## config.mk

```make
export PLATFORM = sky130hd
export DESIGN_NAME = mem_port_arb
export DESIGN_NICKNAME = d
export VERILOG_FILES = /design/src/rtl/mem_port_arb_pkg.sv /design/src/rtl/mem_arb_pick.sv /design/src/rtl/mem_port_arb.sv
export SDC_FILE = /design/constraint.sdc
export NUM_CORES = 1
export LEC_CHECK = 0
export BUFFER_PORTS_ARGS = -buffer_cell sky130_fd_sc_hd__buf_2
export CAP_MARGIN = 20
export CORE_MARGIN = 4
export CORE_UTILIZATION = 45
export CTS_CLUSTER_DIAMETER = 50
export DETAILED_ROUTE_END_ITERATION = 6
export PLACE_DENSITY = 0.74
export SYNTH_ARGS = -nofsm -noshare
export SYNTH_HDL_FRONTEND = slang
export SYNTH_SLANG_ARGS = --single-unit
```

## constraint.sdc

```tcl
create_clock -name clk -period 2.15 [get_ports clk]
set_clock_uncertainty 0.05 [all_clocks]
set_input_delay 0.215 -clock clk [delete_from_list [all_inputs] [get_ports clk]]
set_output_delay 0.215 -clock clk [all_outputs]
set_load 0.02 [all_outputs]
```

## src/rtl/mem_port_arb_pkg.sv

```systemverilog
// mem_port_arb_pkg: shared definitions for the two-port memory access controller.
//   - FSM state encoding (IDLE/ACC/RESP)
//   - access owner encoding (fetch port / data port)
//   - default address and data widths for the 256x16 memory
package mem_port_arb_pkg;

  localparam int DEF_AW = 8;
  localparam int DEF_DW = 16;

  typedef enum logic [1:0] {
    IDLE = 2'd0,
    ACC  = 2'd1,
    RESP = 2'd2
  } state_t;

  typedef enum logic {
    OWN_I = 1'b0,
    OWN_D = 1'b1
  } owner_t;

endpackage

```

## src/rtl/mem_arb_pick.sv

```systemverilog
// mem_arb_pick: combinational winner select for mem_port_arb.
// Ports:
//   i_req  - fetch request
//   d_req  - data request
//   dsat   - data streak has reached its limit
//   vld    - some port is requesting
//   own    - winning port (data wins ties unless the streak limit forces fetch)
module mem_arb_pick
  import mem_port_arb_pkg::*;
(
  input  logic   i_req,
  input  logic   d_req,
  input  logic   dsat,
  output logic   vld,
  output owner_t own
);

  assign vld = i_req | d_req;
  assign own = (d_req && !(dsat && i_req)) ? OWN_D : OWN_I;

endmodule

```

## src/rtl/mem_port_arb.sv

```systemverilog
// mem_port_arb: two-port access controller in front of a 256x16 synchronous
// memory. Arbitrates between the read-only instruction-fetch port (i_*) and the
// load/store data port (d_*), drives the memory pins from registers and returns
// read data to the winning port with a one-cycle valid strobe.
//
// Ports:
//   clk, rst_n                      - clock, asynchronous active-low reset
//   i_req/i_addr -> i_gnt           - fetch request/address and grant pulse
//   i_rvalid/i_rdata                - fetch data return
//   d_req/d_we/d_addr/d_wdata       - data request (d_we=1 store, 0 load)
//   d_gnt, d_rvalid/d_rdata         - data grant pulse and load data return
//   d_err                           - protected-write error pulse
//   m_addr/m_wdata/m_we             - registered memory pins
//   m_rdata                         - memory read data (cycle after address)
//
// Build option: define MEM_ARB_WCHK_EN to block stores below PROT_TOP
// (granted, but not written, with d_err pulsed alongside d_gnt).
module mem_port_arb
  import mem_port_arb_pkg::*;
#(
  parameter int             AW          = DEF_AW,
  parameter int             DW          = DEF_DW,
  parameter int             MAX_DSTREAK = 3,
  parameter logic [AW-1:0]  PROT_TOP    = AW'(8'h40)
) (
  input  logic          clk,
  input  logic          rst_n,
  input  logic          i_req,
  input  logic [AW-1:0] i_addr,
  output logic          i_gnt,
  output logic          i_rvalid,
  output logic [DW-1:0] i_rdata,
  input  logic          d_req,
  input  logic          d_we,
  input  logic [AW-1:0] d_addr,
  input  logic [DW-1:0] d_wdata,
  output logic          d_gnt,
  output logic          d_rvalid,
  output logic [DW-1:0] d_rdata,
  output logic          d_err,
  output logic [AW-1:0] m_addr,
  output logic [DW-1:0] m_wdata,
  output logic          m_we,
  input  logic [DW-1:0] m_rdata
);

`ifdef MEM_ARB_WCHK_EN
  localparam bit WCHK_EN = 1'b1;
`else
  localparam bit WCHK_EN = 1'b0;
`endif

  localparam logic [2:0] MAXS = 3'(MAX_DSTREAK);

  state_t        state;
  owner_t        owner;
  logic          is_wr;
  logic [2:0]    streak;
  logic [DW-1:0] i_rdata_q;
  logic [DW-1:0] d_rdata_q;

  logic          pick_vld;
  owner_t        pick_own;
  logic          dsat;
  logic          prot_hit;

  function automatic logic [2:0] sat_inc(input logic [2:0] s);
    return (s >= MAXS) ? MAXS : s + 3'd1;
  endfunction

  assign dsat     = (streak == MAXS);
  assign prot_hit = WCHK_EN && d_we && (d_addr < PROT_TOP);

  mem_arb_pick u_pick (
    .i_req (i_req),
    .d_req (d_req),
    .dsat  (dsat),
    .vld   (pick_vld),
    .own   (pick_own)
  );

  // During the response cycle the owner sees the memory output directly; the
  // captured copy holds it afterwards so a port's data only moves on its own
  // valid strobe.
  assign i_rdata = i_rvalid ? m_rdata : i_rdata_q;
  assign d_rdata = d_rvalid ? m_rdata : d_rdata_q;

  always_ff @(posedge clk or negedge rst_n) begin
    if (!rst_n) begin
      state     <= IDLE;
      owner     <= OWN_I;
      is_wr     <= 1'b0;
      streak    <= 3'd0;
      m_addr    <= '0;
      m_wdata   <= '0;
      m_we      <= 1'b0;
      i_gnt     <= 1'b0;
      d_gnt     <= 1'b0;
      i_rvalid  <= 1'b0;
      d_rvalid  <= 1'b0;
      d_err     <= 1'b0;
      i_rdata_q <= '0;
      d_rdata_q <= '0;
    end else begin
      i_gnt    <= 1'b0;
      d_gnt    <= 1'b0;
      i_rvalid <= 1'b0;
      d_rvalid <= 1'b0;
      d_err    <= 1'b0;
      case (state)
        // Arbitration: latch the winner's access onto the memory pins
        IDLE: begin
          if (pick_vld) begin
            owner <= pick_own;
            state <= ACC;
            if (pick_own == OWN_D) begin
              m_addr  <= d_addr;
              m_wdata <= d_wdata;
              m_we    <= d_we && !prot_hit;
              is_wr   <= d_we;
              d_gnt   <= 1'b1;
              d_err   <= prot_hit;
              // Streak only counts data grants taken while a fetch waits
              streak  <= i_req ? sat_inc(streak) : 3'd0;
            end else begin
              m_addr  <= i_addr;
              m_we    <= 1'b0;
              is_wr   <= 1'b0;
              i_gnt   <= 1'b1;
              streak  <= 3'd0;
            end
          end
        end
        // Access: memory acts on this edge; writes are finished here
        ACC: begin
          m_we <= 1'b0;
          if (is_wr) begin
            state <= IDLE;
          end else begin
            state <= RESP;
            if (owner == OWN_D) d_rvalid <= 1'b1;
            else                i_rvalid <= 1'b1;
          end
        end
        // Response: capture read data for the owner only
        RESP: begin
          state <= IDLE;
          if (owner == OWN_D) d_rdata_q <= m_rdata;
          else                i_rdata_q <= m_rdata;
        end
        default: state <= IDLE;
      endcase
    end
  end

endmodule
```

==> run_results.csv <==
group,metric,value,unit
final_layout,drive_gt1_share,64.4,%
clock_tree,htreeDepth,3,
global_routing,grt_max_degree,44,
global_routing,grt_pass1_wl,10.7,mm
final_layout,seq_area,1700,um2
clock_tree,cts_resized,0,
setup_path,criticalPathCategory,"flip-flop to flip-flop",
placed_design,port_buffers,113,
die,coreArea,6490,um2
power,total_power,6.33,mW
global_routing,grt_use_total,16.3,%
die,rows,29,
run,cap_violations,0,
setup_path,worstPathCellList,"ha_1 > ha_1 > a21boi_0 > mux2_2 > mux2_2",
setup_path,crit_fanout,5,
sta,setup_tns,0,ns
route,wl_per_cell,15.3,um
clock_tree,cts_made_buffers,9,
clock_tree,cts_hold_buf,1,
run_status,outcome,"finished clean",
yosys,synth_ff_type,"dfrtp_1",
sta,setup_viol,0,
route,remaining_drc_errors,0,
clock_tree,cts_setup_buffers,0,
final_layout,fillCellCount,532,
yosys,synth.yosys.warnings,0,
clock_tree,cts_buffer_depth,2,
yosys,syn_inst,210,
setup_path,cp_slowest_cell,"dfrtp_1",
yosys,ys_async_sr_fraction,100,%
hold_path,hold_class,"input port to flip-flop",
placed_design,place_ws,0.244,ns
clock_tree,clkSlewWorstSetupHoldPaths,0.07,ns
yosys,synth_seq_cells,68,
yosys,synthesis.nets,265,
final_layout,area_growth,26.4,%
sta,finalHoldViolations,0,
final_layout,n_antenna_cell,0,
route,dr.pass1.iters,4,
route,vias,2118,
die,die_h,90.7,um
final_layout,layout.nets,384,
power,leakage,1.89,nW
setup_path,worstPathRequired,2.32,ns
setup_path,slowest_delay,0.40,ns
yosys,synthDistinctLibCells,30,
route,viasPerCell,5.15,
die,die_w,90.7,um
final_layout,layout_commonest_cell,"buf_2",
setup_path,arrival,2.06,ns
power,p_per_area,1630,nW/um2
global_routing,antenna_found_initial,0,
route,drt_iter0_markers,75,
die,dieArea,8230,um2
power,max-vdd-ir-drop,0.779,mV
setup_path,end_kind,"flip-flop",
global_routing,grt_pass1_vias,2222,
sta,maxSlewViolCount,0,
placed_design,hpwl,4.46,mm
sta,fmax,0.529,GHz
yosys,synth_edf_count,0,
sta,rsz0062_at_grt,"no",
clock_tree,insertion_delay,0.33,ns
global_routing,grt_overflow_total,0,
final_layout,multi_input_area,1280,um2
yosys,synth_area_per_cell,14.7,um2
yosys,syn_area,3080,um2
clock_tree,root_buffer,"clkbuf_8",
die,start_util,47.4,%
sta,tightest_slew,0.595,ns
sta,period_share,88.0,%
final_layout,final_cell_mix,"buf_2 (113), mux2_2 (81), dfrtp_1 (68)",
sta,setup_ws,0.259,ns
setup_path,cp-start-kind,"flip-flop",
clock_tree,cts.sinks,68,
sta,period_minus_slack,1.89,ns
sta,slew_headroom,60.3,%
die,pin_count,115,
route,drt-total-wl,6.28,mm
yosys,ys_seq_area_share,55.3,%
route,postRouteAntennaNets,0,
clock_tree,cts_tree,"built",
placed_design,place.gp.congestion,0.761,
==> worst max-delay path, delay by kind of cell (launching register included) <==
| family | cells | cell delay, ns |
|---|---|---|
| fa+ha+maj | 2 | 0.45 |
| compound gates | 1 | 0.26 |
| flops | 1 | 0.40 |
| mux | 2 | 0.63 |
==> layer usage <==
| metal | global-route usage, % | part of all wire [%] | vias to the layer above |
|---|---|---|---|
| met5 | 0 | 0 | - |
| met4 | 6.51 | 1.3 | 0 |
| met3 | 5.42 | 7.2 | 9 |
| met2 | 26.4 | 48 | 75 |
| met1 | 20.2 | 43 | 1029 |
| li1 | - | - | 1005 |
==> registers in the layout, summed over array words and instances, names as in the netlist <==
signal and count:
m_we 1, i_gnt 1, d_rvalid 1, d_gnt 1, owner 1, i_rvalid 1
d_rdata_q 16, is_wr 1, streak 3, i_rdata_q 16, state 2, m_addr 8
m_wdata 16
==> cell families after synthesis <==
group | count (synthesis) | synth area share [%]
muxes | 82 | 30.0
DFF | 68 | 55.3
and+or+nand+nor | 24 | 5.89
AOI/OAI and AO/OA | 17 | 4.68
buffers and inverters | 16 | 3.21
adders and majority gates | 2 | 0.813
other | 1 | 0.122
==> per-stage QoR <==
step	instances	hold WS [ns]	instance area (um2)	util (%)
global route	411	0.0400	3890	59.9
global placement	394	0.208	3720	57.2
floorplan	210	-0.131	3080	-
detailed placement	394	0.208	3720	57.2
finish	411	0.0605	3890	59.9
CTS	411	0.0427	3890	59.9
==> synthesized netlist by cell type, types with 2 or more instances <==
library cell,n,area (um2)
mux2_2,81,912
ha_1,2,25.0
nor2_1,5,18.8
clkbuf_1,3,11.3
nor2b_1,4,25.0
buf_6,3,33.8
inv_1,3,11.3
buf_4,3,22.5
dfrtp_1,68,1700
and4b_1,7,70.1
nand3b_1,2,15.0
a221o_1,7,70.1
nand2_1,2,7.51
buf_2,4,20.0
==> where the power goes <==
group,internal (mW),switching [mW]
logic,1.51,1.71
clock network,0.448,0.434
registers,1.90,0.323
==> final timing paths <==
check                      slack (ns)            to        start  depth (start not counted)
setup / recovery                 0.26     m_addr[0]    streak[0]                          5
hold / removal                   0.06   m_wdata[15]  d_wdata[15]                          2
setup reg to reg                 0.26     m_addr[0]    streak[0]                          5
hold reg to reg                  0.42      state[1]        is_wr                          1
max in group asynchronous        1.05    m_wdata[4]        rst_n                          3
min in group asynchronous        0.37  d_rdata_q[8]        rst_n                          2
==> final cells by class <==
type	count	area share (%)
clock buffer	14	3.92
tap	77	2.48
multi-input combinational	126	32.8
inverter	3	0.289
clock inverter	2	0.257
sequential	68	43.7
timing repair buffer	121	16.5
Note: power is estimated with default switching activity, not from simulation.
